[src/rtl/addition_stage4_normalizer.sv]
// Final stage of the floating-point adder: renormalises the raw stage3 sum,
// adjusting the exponent and flagging zero, overflow and underflow results.
module addition_stage4_normalizer #(
    parameter int MENT_WIDTH = 23,
    parameter int EXP_WIDTH  = 8
) (
    input  logic                   clk_in,
    input  logic                   rst_n_in,
    input  logic [MENT_WIDTH+1:0]  mant_in,
    input  logic [EXP_WIDTH-1:0]   exp_in,
    input  logic                   sign_in,
    input  logic                   valid_in,
    output logic                   ready_out,
    output logic                   valid_out,
    input  logic                   ready_in,
    output logic                   sign_out,
    output logic [EXP_WIDTH-1:0]   exp_out,
    output logic [MENT_WIDTH-1:0]  mant_out,
    output logic                   zero_out,
    output logic                   overflow_out,
    output logic                   underflow_out
);

    typedef enum logic [1:0] {
        IDLE = 2'd0,
        NORM = 2'd1,
        HOLD = 2'd2
    } state_t;

    localparam logic [EXP_WIDTH-1:0] EXP_ONE     = EXP_WIDTH'(1);
    localparam logic [EXP_WIDTH-1:0] EXP_ZERO    = {EXP_WIDTH{1'b0}};
    localparam logic [EXP_WIDTH-1:0] EXP_ALL     = {EXP_WIDTH{1'b1}};
    localparam logic [EXP_WIDTH-1:0] EXP_OVF_LIM = ~EXP_WIDTH'(1);

    state_t                  r_state;
    logic [MENT_WIDTH:0]     r_mant;   // hidden bit kept at the top while normalising
    logic [EXP_WIDTH-1:0]    r_exp;
    logic                    r_sign;
    logic                    r_valid;
    logic                    r_zero;
    logic                    r_ovf;
    logic                    r_unf;

    logic                    w_can_accept;
    logic                    w_load;
    state_t                  w_acc_state;
    logic [MENT_WIDTH:0]     w_acc_mant;
    logic [EXP_WIDTH-1:0]    w_acc_exp;
    logic                    w_acc_zero;
    logic                    w_acc_ovf;
    logic [MENT_WIDTH:0]     w_shift_mant;

    assign w_can_accept = (r_state == IDLE) || ((r_state == HOLD) && ready_in);
    assign w_load       = valid_in && w_can_accept;
    assign w_shift_mant = {r_mant[MENT_WIDTH-1:0], 1'b0};

    assign ready_out     = rst_n_in && w_can_accept;
    assign valid_out     = r_valid;
    assign sign_out      = r_sign;
    assign exp_out       = r_exp;
    assign mant_out      = r_mant[MENT_WIDTH-1:0];
    assign zero_out      = r_zero;
    assign overflow_out  = r_ovf;
    assign underflow_out = r_unf;

    // Classify an incoming operand and compute its first-cycle result.
    always_comb begin
        w_acc_state = HOLD;
        w_acc_mant  = mant_in[MENT_WIDTH:0];
        w_acc_exp   = exp_in;
        w_acc_zero  = 1'b0;
        w_acc_ovf   = 1'b0;
        if (mant_in == {(MENT_WIDTH+2){1'b0}}) begin
            w_acc_mant = {(MENT_WIDTH+1){1'b0}};
            w_acc_exp  = EXP_ZERO;
            w_acc_zero = 1'b1;
        end else if (mant_in[MENT_WIDTH+1]) begin
            if (exp_in >= EXP_OVF_LIM) begin
                w_acc_mant = {(MENT_WIDTH+1){1'b0}};
                w_acc_exp  = EXP_ALL;
                w_acc_ovf  = 1'b1;
            end else begin
                w_acc_mant = mant_in[MENT_WIDTH+1:1];
                w_acc_exp  = exp_in + EXP_ONE;
            end
        end else if (mant_in[MENT_WIDTH]) begin
            w_acc_state = HOLD;
        end else begin
            w_acc_state = NORM;
        end
    end

    // Control FSM and result registers.
    always_ff @(posedge clk_in) begin
        if (!rst_n_in) begin
            r_state <= IDLE;
            r_mant  <= {(MENT_WIDTH+1){1'b0}};
            r_exp   <= EXP_ZERO;
            r_sign  <= 1'b0;
            r_valid <= 1'b0;
            r_zero  <= 1'b0;
            r_ovf   <= 1'b0;
            r_unf   <= 1'b0;
        end else if (w_load) begin
            r_state <= w_acc_state;
            r_mant  <= w_acc_mant;
            r_exp   <= w_acc_exp;
            r_sign  <= sign_in;
            r_valid <= (w_acc_state == HOLD);
            r_zero  <= w_acc_zero;
            r_ovf   <= w_acc_ovf;
            r_unf   <= 1'b0;
        end else begin
            case (r_state)
                NORM: begin
                    // Exponent cannot absorb another shift: flush to zero.
                    if (r_exp <= EXP_ONE) begin
                        r_state <= HOLD;
                        r_valid <= 1'b1;
                        r_mant  <= {(MENT_WIDTH+1){1'b0}};
                        r_exp   <= EXP_ZERO;
                        r_unf   <= 1'b1;
                    end else begin
                        r_mant <= w_shift_mant;
                        r_exp  <= r_exp - EXP_ONE;
                        if (w_shift_mant[MENT_WIDTH]) begin
                            r_state <= HOLD;
                            r_valid <= 1'b1;
                        end else begin
                            r_state <= NORM;
                        end
                    end
                end
                HOLD: begin
                    if (ready_in) begin
                        r_state <= IDLE;
                        r_valid <= 1'b0;
                    end else begin
                        r_state <= HOLD;
                    end
                end
                IDLE: begin
                    r_state <= IDLE;
                end
                default: begin
                    r_state <= IDLE;
                    r_valid <= 1'b0;
                end
            endcase
        end
    end

endmodule

[config.mk]
export PLATFORM = sky130hd
export DESIGN_NAME = addition_stage4_normalizer
export DESIGN_NICKNAME = d
export VERILOG_FILES = /design/src/rtl/addition_stage4_normalizer.sv
export SDC_FILE = /design/constraint.sdc
export NUM_CORES = 1
export LEC_CHECK = 0
export CAP_MARGIN = 20
export CORE_UTILIZATION = 48
export DETAILED_ROUTE_END_ITERATION = 10
export PLACE_DENSITY = 0.77
export SYNTH_ARGS = -nofsm -noshare
export SYNTH_HDL_FRONTEND = slang
export SYNTH_SLANG_ARGS = --single-unit
[constraint.sdc]
create_clock -name clk_in -period 2.2 [get_ports clk_in]
set_input_delay 0.44 -clock clk_in [delete_from_list [all_inputs] [get_ports clk_in]]
set_output_delay 0.44 -clock clk_in [all_outputs]
set_load 0.005 [all_outputs]
# Yosys cells after proc, flatten, opt, wreduce, memory -nomap -nowiden
# Index checks and enable logic that the tools add are counted.
op_classes:
  n_eq_ne: 6
  addsub: 2
  mux: 29
  n_reduce_logical: 10
  n_bitwise: 1
  order_cmp: 2
op_table:
  columns: ["operator", "n"]
  rows:
  - ["$mux W23", 6]
  - ["$mux W8", 6]
  - ["$logic_not A25 Y1", 1]
  - ["$mux W2", 7]
  - ["$add A8 B1 Y8 const B", 1]
  - ["$ge A8 B8 Y1 const B", 1]
  - ["$le A8 B1 Y1 const B", 1]
  - ["$mux W1", 8]
  - ["$sub A8 B1 Y8 const B", 1]
  - ["$eq A2 B2 Y1 const B", 2]
  - ["$ne A4 B4 Y1 const B", 1]
  - ["$pmux W2 S2", 1]
  - ["$logic_and A1 B1 Y1", 3]
  - ["$ne A3 B3 Y1 const B", 1]
  - ["$pmux W1 S3", 1]
  - ["$reduce_and A3 Y1", 1]
  - ["$eq A2 B1 Y1 const B", 1]
  - ["$logic_not A2 Y1", 1]
  - ["$ne A2 B2 Y1 const B", 1]
  - ["$reduce_and A2 Y1", 1]
  - ["$reduce_bool A2 Y1", 1]
  - ["$reduce_or A2 Y1", 1]
  - ["$logic_or A1 B1 Y1", 1]
  - ["$not A1 Y1", 1]
totals:
  out_inout_bits: 37
  regBits: 38

# Depth between registers and ports, before layout
logic_depth:
  ltp_word: 6
  depth_mapped: 9
  depth_no_buf: 7

# Worst setup path before layout
# OpenSTA, ideal clock, no wires.
synth_path:
  path_type: "flip-flop to flip-flop"
  from: "reg r_exp[0], in the netlist exp_out[0]"
  to: "reg r_state[1]"
  required_time_ns: 2.065
  arrival_time_ns: 1.497
  setup_time_ns: 0.135
  stages_incl_launch_ff: 9
  path_buffers: 1
  period_less_slack_ns: 1.632
  setup_slack_ns: 0.568
  cell_sequence: "dfxtp_1 -> inv_1 -> ha_1 -> nor2_1 -> nand4bb_1 -> buf_6 -> or2b_1 -> a21oi_1 -> o21ai_0"
synth_between:
  elab_chain_len: 4
synth_lines:
  columns: ["item", "line_no", "rtl"]
  rows:
  - ["from (decl)", "37", "logic [EXP_WIDTH-1:0] r_exp;"]
  - ["from (signal assigned)", "107", "r_exp <= w_acc_exp;"]
  - ["from (signal assigned)", "125", "r_exp <= r_exp - EXP_ONE;"]
  - ["$le A8 B1 Y1", "117", "if (r_exp <= EXP_ONE) begin"]
  - ["$mux W2", "117", null]
  - ["$pmux W2 S2", "114", "case (r_state)"]
  - ["$mux W2", "104", "end else if (w_load) begin"]
  - ["to (signal assigned)", "105", "r_state <= w_acc_state;"]
  - ["to (decl)", "35", "state_t r_state;"]
# No other way between the ends.
# A chain may end at the register's enable or synchronous reset.

# Final worst setup path
layout_path:
  from: "in ready_in"
  to: "out ready_out"
layout_between:
  elab_chain_len: 3
layout_lines:
  columns: ["item", "line_no", "rtl"]
  rows:
  - ["from (decl)", "15", "input logic ready_in,"]
  - ["$logic_and A1 B1 Y1", "53", "assign w_can_accept = (r_state == IDLE) || ((r_state == HOLD) && ready_in);"]
  - ["$logic_or A1 B1 Y1", "53", null]
  - ["$logic_and A1 B1 Y1", "57", "assign ready_out = rst_n_in && w_can_accept;"]
  - ["to (decl)", "13", "output logic ready_out,"]
# No other way between the ends.

==> results.py <==
metrics = {
    "cts": {
        "clock_tree_from_tritoncts": "built",
        "cts_hold_buffers": 0,
        "cts-buffers-inserted": 5,
        "ctsLongestPathBuffers": 2,
        "tritoncts_num_sinks": 38,
        "clock_slew_at_the_register_clock_pins_of_the_worst_setup_and_hold_paths_ns": 0.07,
        "htree_num_levels": 2,
        "cts.root.buffer_cell": "sky130_fd_sc_hd__clkbuf_8",
        "clkLatencyLatePin_ns": 0.29,
    },
    "flow_run": {
        "maxCapViolations": 0,
    },
    "final_layout": {
        "sequential_cell_area_um2": 761,
        "multiInputGateArea_um2": 1680,
        "fin_area_um2": 3550,
        "syn_to_final_growth_pct": 36.7,
        "antennaDiodeCount": 0,
        "design.final.nets": 440,
        "finalCoreUtilization_pct": 68.7,
        "filler_cell_count": 427,
        "post_route_cells_drive_above_1_share_pct": 12.4,
        "post_route_non_filler_standard_cell_count": 465,
    },
    "pwr": {
        "ir_worst_vdd_uv": 393,
        "cellInternalPower_mw": 1.41,
        "power.density_nw_per_um2": 550,
        "leakage_nw": 1.31,
        "power.share.sequential_pct": 40.0,
        "comb_power_share_pct": 29.1,
        "power.clock.fraction_pct": 30.9,
        "switchingPower_mw": 0.542,
        "power_switching_share_pct": 27.7,
        "design_power_total_mw": 1.95,
    },
    "place": {
        "numPortBuffers": 74,
        "dpl_cell_area_um2": 3440,
        "place.detailed.hpwl_um": 4850,
        "place_ws_ns": 0.0855,
        "numPlacedInstances": 458,
        "weighted_congestion_reported_at_the_end_of_routability_driven_placement": 0.821,
    },
    "global_routing": {
        "antenna_found_initial": 0,
        "via_count_of_the_first_global_routing_pass": 2269,
        "overflow": 0,
        "grt_use_met1_pct": 32.2,
        "globalRouteTotalUtil_pct": 24.5,
        "grt_pass1_wl_um": 10600,
        "global_route.peak_usage_layer": "met2",
        "grt.met3_usage_pct": 4.10,
        "grt_max_degree": 35,
        "grtUsageMet2_pct": 40.3,
    },
    "synthesis": {
        "synth.yosys.warnings": 0,
        "top_post_synthesis_cells_by_count": "sky130_fd_sc_hd__dfxtp_1, sky130_fd_sc_hd__o21ai_0, sky130_fd_sc_hd__nand3_1, sky130_fd_sc_hd__nor2b_1, sky130_fd_sc_hd__a31oi_1",
        "syn_avg_cell_area_um2": 8.02,
        "netlist.top_cell.by_area": "sky130_fd_sc_hd__dfxtp_1",
        "synthTopCellsByArea": "sky130_fd_sc_hd__dfxtp_1, sky130_fd_sc_hd__mux2_2, sky130_fd_sc_hd__nor2b_1",
        "postSynth.asyncResetShare_pct": 0,
        "number_of_synthesized_flops_with_an_enable_pin": 0,
        "yosysUniqueCellTypes": 43,
        "postSynthRegisterBits": 38,
        "synth_fp_nets": 369,
        "postSynthCellCount": 324,
        "synth_top_flop_cell": "sky130_fd_sc_hd__dfxtp_1",
        "seq_area_frac_synth_pct": 29.3,
        "syn-cell-area_um2": 2600,
        "synth.top_cell.area_share_pct": 29.3,
        "synth_most_common_cell": "sky130_fd_sc_hd__dfxtp_1",
    },
    "sta": {
        "period_share_pct": 95.3,
        "slew_headroom_pct": 77.6,
        "skew_ns": 0.00491,
        "timing.final.setup_violations": 0,
        "slew_worst_pin_ns": 0.332,
        "finalHoldWorstSlack_ns": 0.470,
        "clock.fmax_mhz": 477,
        "setup_slack_ns": 0.104,
        "finalSetupTns_ns": 0,
        "number_of_failing_hold_endpoints_at_the_final_stage": 0,
        "drv_slew": 0,
        "period_minus_slack_ns": 2.10,
    },
    "floorplanning": {
        "dieWidth_um": 75.6,
        "initial_utilization_pct": 50.2,
        "design.die.area_um2": 5710,
        "placementRows": 26,
        "io_pins": 75,
        "floorplan.die.height_um": 75.6,
        "core_region_area_um2": 5170,
    },
    "detailed_routing": {
        "detailroute.via_count": 2625,
        "via_to_cell_ratio": 5.65,
        "drt_pass1_iterations": 4,
        "drc": 0,
        "ant_nets": 0,
        "wire_per_inst_um": 14.5,
        "drt-initial-drc-count": 138,
        "detailed_route_wl_um": 6760,
    },
    "worst_setup_path": {
        "critical_path.reg2reg.endpoint": "r_mant[14]",
        "timing.rr.start": "exp_out[0]",
        "worst_ep_required_time_ns": 1.76,
        "worstSetupEndpointType": "output pin",
        "type_of_the_worst_setup_path": "in -> out",
        "reg2reg_setup_slack_ns": 0.27,
        "arrival_ns": 1.66,
        "critPathLaunchType": "input port",
        "critPathMaxFanout": 3,
        "r2r_cells": 8,
    },
    "min_path": {
        "worstHoldStart": "zero_out",
        "hold_class": "reg -> reg",
        "hold_path_end": "zero_out",
        "min_path_cells": 2,
    },
    "status": {
        "status": "finished, final reports clean",
    },
}
==> cell usage in the layout, fill, tap and decap left out, drive strengths merged, types with 4 or more instances in the layout <==
| cell | Yosys | final |
|---|---|---|
| ha | 7 | 7 |
| mux2 | 23 | 23 |
| a31oi | 24 | 24 |
| nor2b | 29 | 29 |
| o22ai | 5 | 5 |
| nor3 | 7 | 7 |
| dfxtp | 38 | 38 |
| nand2 | 14 | 14 |
| nand3 | 29 | 29 |
| o21ai | 32 | 32 |
| inv | 6 | 6 |
| nor4 | 7 | 7 |
| nand4 | 4 | 4 |
| mux2i | 4 | 4 |
| clkbuf | 9 | 6 |
| buf | 16 | 15 |
| a21boi | 4 | 4 |
| a21oi | 10 | 10 |
| nor2 | 11 | 11 |
| and4 | 4 | 4 |
| and2 | 23 | 23 |
| clkdlybuf4s50 | 0 | 74 |
==> worst max-delay path, cell delays in order <==
cell and delay (ns):
sky130_fd_sc_hd__clkdlybuf4s50_1 0.51, sky130_fd_sc_hd__a21oi_2 0.09, sky130_fd_sc_hd__nor2b_1 0.11, sky130_fd_sc_hd__clkdlybuf4s50_1 0.50
==> registers in the layout (all words and copies together), names as in the netlist <==
name,count
r_mant,23
underflow_out,1
sign_out,1
valid_out,1
exp_out,8
r_state,2
zero_out,1
overflow_out,1
==> power by group through the flow <==
stage / sequential (mW) / combinational, mW / clock (mW)
after detailed placement: 0.797 / 0.560 / 0
after floorplan: 0.793 / 0.319 / 0
final: 0.782 / 0.568 / 0.604
after CTS: 0.782 / 0.565 / 0.612
after global routing: 0.788 / 0.626 / 0.647
after global placement: 0.797 / 0.552 / 0
==> area by class of cell <==
class                           instances  share of cell area, %
Tap cell                               70                   2.46
Clock inverter                          1                  0.845
Clock buffer                            6                   2.32
Timing Repair Buffer                   89                   25.1
Multi-Input combinational cell        255                   47.3
Sequential cell                        38                   21.4
Inverter                                6                  0.634
==> cells by family after synthesis <==
kind of cell,Yosys count,synth area share (%)
muxes,27,11.5
DFF,38,29.3
AOI/OAI and AO/OA,84,19.2
and+or+nand+nor,136,29.9
xor gates and xnor gates,1,0.337
buffers and inverters,31,6.45
adders and majority gates,7,3.37
==> timing repair <==
action	4_1_cts	5_1_grt
resized for setup	0	1
setup buffers	0	0
setup endpoints to repair	0	1
==> worst max-delay path by stage <==
stage / from / to / slack (ns) / cells past startpoint
3_5_place_dp: ready_in / ready_out / 0.09 / 4
5_1_grt: r_state[0] / ready_out / -0.006 / 5
2_1_floorplan: exp_out[0] / r_state[1] / 0.57 / 8
4_1_cts: r_state[0] / ready_out / 0.03 / 5
6_report: ready_in / ready_out / 0.10 / 4
3_3_place_gp: ready_in / ready_out / 0.13 / 4
==> routing by layer <==
metal / wire (µm) / part of all wire, % / up-vias
li1: - / - / 1321
met1: 3150 / 47 / 1219
met2: 3180 / 47 / 75
met3: 301 / 4.5 / 10
met4: 130 / 1.9 / 0
met5: 0 / 0 / -
(Power assumes the default switching activity.)
